File: config.mk
export PLATFORM = sky130hd
export DESIGN_NAME = i2c_generador_flat
export DESIGN_NICKNAME = d
export VERILOG_FILES = /design/src/rtl/i2c_generador_pkg.sv /design/src/rtl/i2c_generador_if.sv /design/src/rtl/i2c_generador_scl_div.sv /design/src/rtl/i2c_generador.sv /design/src/flat_wrapper.sv
export SDC_FILE = /design/constraint.sdc
export NUM_CORES = 1
export LEC_CHECK = 0
export CAP_MARGIN = 25
export CORE_UTILIZATION = 55
export CTS_BUF_LIST = sky130_fd_sc_hd__clkbuf_8 sky130_fd_sc_hd__clkbuf_16
export DETAILED_ROUTE_END_ITERATION = 8
export PLACE_DENSITY_LB_ADDON = 0.2
export SETUP_SLACK_MARGIN = 0.05
export SLEW_MARGIN = 20
export SYNTH_ARGS = -nofsm -noshare
export SYNTH_HDL_FRONTEND = slang
export SYNTH_SLANG_ARGS = --single-unit
File: constraint.sdc
create_clock -name CLK -period 2.2 [get_ports CLK]
set_input_delay 0.33 -clock CLK [delete_from_list [all_inputs] [get_ports CLK]]
set_output_delay 0.33 -clock CLK [all_outputs]
set_load 0.005 [all_outputs]
File: src/rtl/i2c_generador_pkg.sv
// Shared definitions for the I2C transaction generator: FSM states, SCL
// quarter-phases, ACK/NACK line levels and the address/data widths.
package i2c_pkg;

    localparam int ADDR_W = 7;
    localparam int DATA_W = 16;

    localparam logic ACK_BIT  = 1'b0;
    localparam logic NACK_BIT = 1'b1;

    typedef enum logic [2:0] {
        IDLE,
        START,
        ADDR,
        ADDR_ACK,
        DATA,
        DATA_ACK,
        STOP
    } state_t;

    typedef enum logic [1:0] {
        Q0,
        Q1,
        Q2,
        Q3
    } phase_t;

endpackage

File: src/rtl/i2c_generador_if.sv
// Host-side handshake of the I2C transaction generator. The host uses the
// master modport, the generator itself uses the slave modport.
interface i2c_generador_if;
    import i2c_pkg::*;

    logic              Start_stb;
    logic              Rnw;
    logic [ADDR_W-1:0] I2c_addr;
    logic [DATA_W-1:0] Wr_data;
    logic [DATA_W-1:0] Rd_data;
    logic              Busy;
    logic              Done;
    logic              Nack;

    modport master (
        output Start_stb, Rnw, I2c_addr, Wr_data,
        input  Rd_data, Busy, Done, Nack
    );

    modport slave (
        input  Start_stb, Rnw, I2c_addr, Wr_data,
        output Rd_data, Busy, Done, Nack
    );

endinterface

File: src/rtl/i2c_generador_scl_div.sv
// SCL divider: splits every SCL period into four quarter-phases of CLK_DIV
// CLK cycles each. phase_tick marks the last CLK of the current phase.
module i2c_scl_div
    import i2c_pkg::*;
#(
    parameter int CLK_DIV = 4
) (
    input  logic   CLK,
    input  logic   Reset,
    input  logic   enable,
    output logic   phase_tick,
    output phase_t phase,
    output logic   scl
);

    localparam int CW = (CLK_DIV > 1) ? $clog2(CLK_DIV) : 1;

    logic [CW-1:0] div_cnt;
    phase_t        phase_q;

    assign phase_tick = enable && (div_cnt == CW'(CLK_DIV - 1));
    assign phase      = phase_q;
    assign scl        = (phase_q != Q0);

    // Divider and phase counter; held at the start of Q0 while idle so every
    // transaction begins on a clean phase boundary.
    always_ff @(posedge CLK) begin
        if (Reset || !enable) begin
            div_cnt <= '0;
            phase_q <= Q0;
        end else if (phase_tick) begin
            div_cnt <= '0;
            phase_q <= phase_t'(phase_q + 2'd1);
        end else begin
            div_cnt <= div_cnt + CW'(1);
        end
    end

endmodule

File: src/rtl/i2c_generador.sv
// I2C master transaction generator: START, {addr,rnw}, ACK, two data bytes
// each with an ACK slot, STOP. Optional macro I2C_NACK_ABORT_EN makes a NACK
// on the address or on a written byte cut straight to STOP.
module i2c_generador
    import i2c_pkg::*;
#(
    parameter int CLK_DIV = 4
) (
    input  logic           CLK,
    input  logic           Reset,
    i2c_generador_if.slave host,
    input  logic           SDA_in,
    output logic           SCL,
    output logic           SDA_out,
    output logic           SDA_oe
);

    state_t            state_q, state_d;
    logic [2:0]        bit_cnt_q, bit_cnt_d;
    logic              byte_idx_q, byte_idx_d;
    logic [7:0]        addr_byte_q;
    logic [DATA_W-1:0] wr_data_q;
    logic [DATA_W-1:0] rd_data_q;
    logic              nack_q;
    logic              done_q;

    logic   phase_tick;
    phase_t phase;
    logic   div_scl;
    logic   period_end;
    logic   sample_en;
    logic   scl_force;
    logic   is_read;
    logic   abort_now;

    i2c_scl_div #(
        .CLK_DIV(CLK_DIV)
    ) u_div (
        .CLK       (CLK),
        .Reset     (Reset),
        .enable    (state_q != IDLE),
        .phase_tick(phase_tick),
        .phase     (phase),
        .scl       (div_scl)
    );

    assign period_end = phase_tick && (phase == Q3);
    assign sample_en  = phase_tick && (phase == Q2);
    assign is_read    = addr_byte_q[0];

`ifdef I2C_NACK_ABORT_EN
    assign abort_now = nack_q;
`else
    assign abort_now = 1'b0;
`endif

    // State register together with the bit and byte counters.
    always_ff @(posedge CLK) begin
        if (Reset) begin
            state_q    <= IDLE;
            bit_cnt_q  <= 3'd0;
            byte_idx_q <= 1'b0;
        end else begin
            state_q    <= state_d;
            bit_cnt_q  <= bit_cnt_d;
            byte_idx_q <= byte_idx_d;
        end
    end

    // Next state, counters and the SDA/SCL drive for the current slot.
    always_comb begin
        state_d    = state_q;
        bit_cnt_d  = bit_cnt_q;
        byte_idx_d = byte_idx_q;
        SDA_out    = 1'b1;
        SDA_oe     = 1'b1;
        scl_force  = 1'b0;
        unique case (state_q)
            IDLE: begin
                scl_force = 1'b1;
                if (host.Start_stb) begin
                    state_d = START;
                end
            end
            START: begin
                scl_force = 1'b1;
                SDA_out   = (phase == Q0) || (phase == Q1);
                if (period_end) begin
                    state_d   = ADDR;
                    bit_cnt_d = 3'd0;
                end
            end
            ADDR: begin
                SDA_out = addr_byte_q[3'd7 - bit_cnt_q];
                if (period_end) begin
                    if (bit_cnt_q == 3'd7) begin
                        state_d = ADDR_ACK;
                    end else begin
                        bit_cnt_d = bit_cnt_q + 3'd1;
                    end
                end
            end
            ADDR_ACK: begin
                SDA_oe = 1'b0;
                if (period_end) begin
                    if (abort_now) begin
                        state_d = STOP;
                    end else begin
                        state_d    = DATA;
                        byte_idx_d = 1'b0;
                        bit_cnt_d  = 3'd0;
                    end
                end
            end
            DATA: begin
                if (is_read) begin
                    SDA_oe = 1'b0;
                end else begin
                    SDA_out = wr_data_q[4'd15 - {byte_idx_q, bit_cnt_q}];
                end
                if (period_end) begin
                    if (bit_cnt_q == 3'd7) begin
                        state_d = DATA_ACK;
                    end else begin
                        bit_cnt_d = bit_cnt_q + 3'd1;
                    end
                end
            end
            DATA_ACK: begin
                if (is_read) begin
                    SDA_out = byte_idx_q ? NACK_BIT : ACK_BIT;
                end else begin
                    SDA_oe = 1'b0;
                end
                if (period_end) begin
                    if (byte_idx_q || (!is_read && abort_now)) begin
                        state_d = STOP;
                    end else begin
                        state_d    = DATA;
                        byte_idx_d = 1'b1;
                        bit_cnt_d  = 3'd0;
                    end
                end
            end
            STOP: begin
                SDA_out = (phase == Q2) || (phase == Q3);
                if (period_end) begin
                    state_d = IDLE;
                end
            end
            default: begin
                state_d = IDLE;
            end
        endcase
    end

    // Request latching, slave ACK checking, read shifting and the Done pulse.
    always_ff @(posedge CLK) begin
        if (Reset) begin
            addr_byte_q <= 8'd0;
            wr_data_q   <= '0;
            rd_data_q   <= '0;
            nack_q      <= 1'b0;
            done_q      <= 1'b0;
        end else begin
            done_q <= (state_q == STOP) && period_end;
            if ((state_q == IDLE) && host.Start_stb) begin
                addr_byte_q <= {host.I2c_addr, host.Rnw};
                wr_data_q   <= host.Wr_data;
                nack_q      <= 1'b0;
            end
            if (sample_en) begin
                if (((state_q == ADDR_ACK) || ((state_q == DATA_ACK) && !is_read))
                    && (SDA_in == NACK_BIT)) begin
                    nack_q <= 1'b1;
                end
                if ((state_q == DATA) && is_read) begin
                    rd_data_q <= {rd_data_q[DATA_W-2:0], SDA_in};
                end
            end
        end
    end

    assign SCL          = scl_force ? 1'b1 : div_scl;
    assign host.Busy    = (state_q != IDLE);
    assign host.Done    = done_q;
    assign host.Nack    = nack_q;
    assign host.Rd_data = rd_data_q;

endmodule

File: src/flat_wrapper.sv
// flat-port wrapper written by rule: the top's interface ports become plain ports
module i2c_generador_flat import i2c_pkg::*;
#(
    parameter int CLK_DIV = 4
)
  (CLK, Reset, SDA_in, SCL, SDA_out, SDA_oe, host_Start_stb, host_Rnw, host_I2c_addr, host_Wr_data, host_Rd_data, host_Busy, host_Done, host_Nack);
  i2c_generador_if host_i ();
  input  logic CLK;
  input  logic Reset;
  input  logic SDA_in;
  output logic SCL;
  output logic SDA_out;
  output logic SDA_oe;
  input wire logic [$bits(host_i.Start_stb)-1:0] host_Start_stb;
  input wire logic [$bits(host_i.Rnw)-1:0] host_Rnw;
  input wire logic [$bits(host_i.I2c_addr)-1:0] host_I2c_addr;
  input wire logic [$bits(host_i.Wr_data)-1:0] host_Wr_data;
  output wire logic [$bits(host_i.Rd_data)-1:0] host_Rd_data;
  output wire logic [$bits(host_i.Busy)-1:0] host_Busy;
  output wire logic [$bits(host_i.Done)-1:0] host_Done;
  output wire logic [$bits(host_i.Nack)-1:0] host_Nack;
  assign host_i.Start_stb = host_Start_stb;
  assign host_i.Rnw = host_Rnw;
  assign host_i.I2c_addr = host_I2c_addr;
  assign host_i.Wr_data = host_Wr_data;
  assign host_Rd_data = host_i.Rd_data;
  assign host_Busy = host_i.Busy;
  assign host_Done = host_i.Done;
  assign host_Nack = host_i.Nack;
  i2c_generador #(.CLK_DIV(CLK_DIV)) u_core (.CLK(CLK), .Reset(Reset), .host(host_i), .SDA_in(SDA_in), .SCL(SCL), .SDA_out(SDA_out), .SDA_oe(SDA_oe));
endmodule
==> results of run 1 <==
-- state kept, by name, indices dropped and copies added (netlist names) --
name and flops:
u_core.addr_byte_q 8, u_core.bit_cnt_q 3, u_core.byte_idx_q 1, u_core.host.Done 1, u_core.host.Nack 1, u_core.host.Rd_data 16, u_core.state_q 3, u_core.u_div.div_cnt 2
u_core.u_div.phase 2, u_core.wr_data_q 16
-- layout make-up --
| class | count | area (um2) |
|---|---|---|
| Clock buffer | 7 | 96.3 |
| Clock inverter | 1 | 8.76 |
| Fill cell | 358 | 1220 |
| Inverter | 5 | 18.8 |
| Multi-Input combinational cell | 222 | 1280 |
| Sequential cell | 53 | 1070 |
| Tap cell | 52 | 65.1 |
| Timing Repair Buffer | 62 | 586 |
-- synthesized netlist by cell type, types with 2 or more instances --
| master | instances |
|---|---|
| nand4_1 | 4 |
| nor4_1 | 2 |
| dfxtp_1 | 53 |
| a21oi_1 | 38 |
| a21oi_2 | 10 |
| nand2_1 | 90 |
| buf_4 | 3 |
| inv_1 | 5 |
| nor4b_1 | 2 |
| clkbuf_1 | 9 |
| nor2b_1 | 4 |
| buf_2 | 6 |
| o21ai_0 | 8 |
| nor3_1 | 4 |
| and4_1 | 2 |
| nand3_1 | 4 |
| xnor2_1 | 3 |
| nor2_1 | 9 |
| nand2b_1 | 3 |
| ha_1 | 7 |
| buf_6 | 4 |
| mux2i_1 | 14 |
| a22oi_1 | 4 |
| and2_1 | 3 |
-- how the worst min path moves through the flow --
stage | slack (ps) | endpoint | cells past startpoint
after floorplan | 410 | u_core.u_div.div_cnt[0] | 1
after global placement | 420 | u_core.u_div.div_cnt[0] | 1
after detailed placement | 430 | u_core.u_div.div_cnt[0] | 1
after CTS | 440 | u_core.u_div.div_cnt[0] | 1
after global routing | 460 | u_core.u_div.div_cnt[0] | 1
final | 430 | u_core.u_div.div_cnt[0] | 1
-- report_power, final --
group          switching, mW  internal, mW  total, mW
registers             0.0216         0.986       1.01
logic                 0.0727        0.0802      0.153
clock network          0.324         0.291      0.616
-- worst max-delay path, stage by stage (launching register included) --
cell and delay (ps):
dfxtp_4 420, buf_4 210, nor2_1 100, a22oi_1 180, clkdlybuf4s50_1 520
-- placed cells by master (no fill, tap or decap), types with 5 or more instances in the layout --
master,count
clkdlybuf4s50_1,47
o21ai_0,6
ha_1,6
buf_4,12
a21oi_2,10
mux2i_1,14
inv_1,5
dfxtp_2,7
nand2_1,90
a21oi_1,38
clkbuf_8,7
nor2_1,9
dfxtp_1,45
-- metrics by stage --
stage / area [um2] / power [mW] / std cells
final: 3130 / 1.78 / 402
after global routing: 3130 / 1.84 / 402
after CTS: 3110 / 1.79 / 400
after detailed placement: 2980 / 1.18 / 391
after global placement: 2980 / 1.18 / 391
after floorplan: 2490 / 1.11 / 302
-- kinds of logic (layout without fill, tap and decap cells) --
kind of cell,after synthesis,in the layout,synth area share
AO/OA/AOI/OAI,66,66,0.169
XOR/XNOR,3,3,0.0106
AND/OR/NAND/NOR,132,132,0.242
buffers and inverters,27,75,0.0603
adder cells (fa/ha/maj),7,7,0.0352
multiplexers,14,14,0.0563
flip-flops,53,53,0.426
-- repair_timing --
action / CTS / global route
resized for setup: 13 / 2
gates cloned: 0 / 0
hold endpoints to repair: 0 / 0
buffers inserted: 1 / 2
setup endpoints to repair: 3 / 3
pin swaps: 0 / 3
-- layer usage --
metal	vias to the layer above	share of wire
li1	1111	-
met1	1014	0.48
met2	54	0.46
met3	7	0.055
met4	0	0.011
met5	-	0
==> flow_summary.toml, run 1 <==
[synth]
async_reset_ff_frac = 0
synth_top_area_cell = "dfxtp_1"
synth_cells = 302
syn_area_per_cell_um2 = 8.24
synthesis.area_um2 = 2490
seq_area_frac_synth = 0.426
synth_cell_type_count = 35
synth-edff-count = 0
syn_nets = 337
synth_seq_cells = 53
synthFlopType = "dfxtp_1"
synth_top_area_share = 0.426
yosysWarnings = 0
synth_area_leaders = "dfxtp_1 (43%), nand2_1 (14%), a21oi_1 (7.6%), mux2i_1 (5.6%), a21oi_2 (3.5%)"

[power_and_ir_drop]
irDropWorstVdd_mv = 0.480
leakage_nw = 1.08
power_density_nw_per_um2 = 567

[die]
dieArea_um2 = 4800
num_rows = 24
io_pins = 50
die_w_um = 69.3
fp.dieH_um = 69.3
coreArea_um2 = 4350
start_util = 0.572

[worst_setup_path]
critical_path.max_fanout = 10
crit_arrival_ps = 1730
critPathKind = "reg2out"
critPathCapture = "SDA_oe"
cp.required_ps = 1870
rr_startpoint = "u_core.bit_cnt_q[0]"
cp-end-kind = "primary output"
reg2reg_to = "u_core.bit_cnt_q[0]"
worstSetupStartpoint = "u_core.state_q[2]"
startpoint_type = "flop"
reg2reg_depth = 7
reg2reg_slack_ps = 390

[run]
drv_cap = 0

[sta]
finalMaxSlewViolations = 0
worst_slack_ps = 139
fin_worst_skew_ps = 7.04
hold_viol = 0
fin_crit_ps = 2060
maxSlewHeadroom = 0.603
timing_worst_slew_pin_value_ps = 596
setup_tns_ps = 0
post-route-period-util = 0.937
whs_ps = 432
rsz0062_at_grt = "false"
timing.fmax_ghz = 0.485
finalSetupViolCount = 0

[route]
routedWlPerCell_um = 13.1
firstDrtPassIters = 4
viasPerCell = 5.44
vias = 2186
ant_nets = 0
drt_iter0_drc = 153
drt-total-wl_um = 5280
drc = 0

[clock_network]
clockRootBuffer = "clkbuf_8"
cts_num_sinks = 53
cts_max_path_buffers = 2
path_clk_slew_ps = 100
cts_hold_buf = 0
htree_levels = 2
cts_inserted_buffers = 5
cts_tree = "yes"
clock_latency_ps = 300

[global_routing]
grt_max_degree = 54
use_met2 = 0.385
busiest_layer = "met2"
grt_antenna_before_repair = 0
gr-total-overflow = 0
gr-usage-all-layers = 0.227
grt_pass1_wl_um = 8910
grt_pass1_vias = 2072
use_met1 = 0.281
met3_usage = 0.0552

[finish]
syn2layout_area_growth_pct = 25.9
fin_nets = 384
antenna_cells = 0
drive_gt1_frac = 0.131
fin_util = 0.720

[worst_hold_path]
hp-class = "reg2reg"
hp-start = "u_core.u_div.div_cnt[0]"

[placement]
io_buffers = 49
hpwl_um = 3660
place.gp.congestion = 0.841
pre_cts_slack_ps = 126

[status]
outcome = "finished, final reports clean"
Power figures use the tool's default switching activity.
==> run 2: changes to the inputs <==
- SKIP_LAST_GASP: not set -> 1
==> results of run 2 <==
The final DEF is identical to that of run 1; final timing and power are the same.
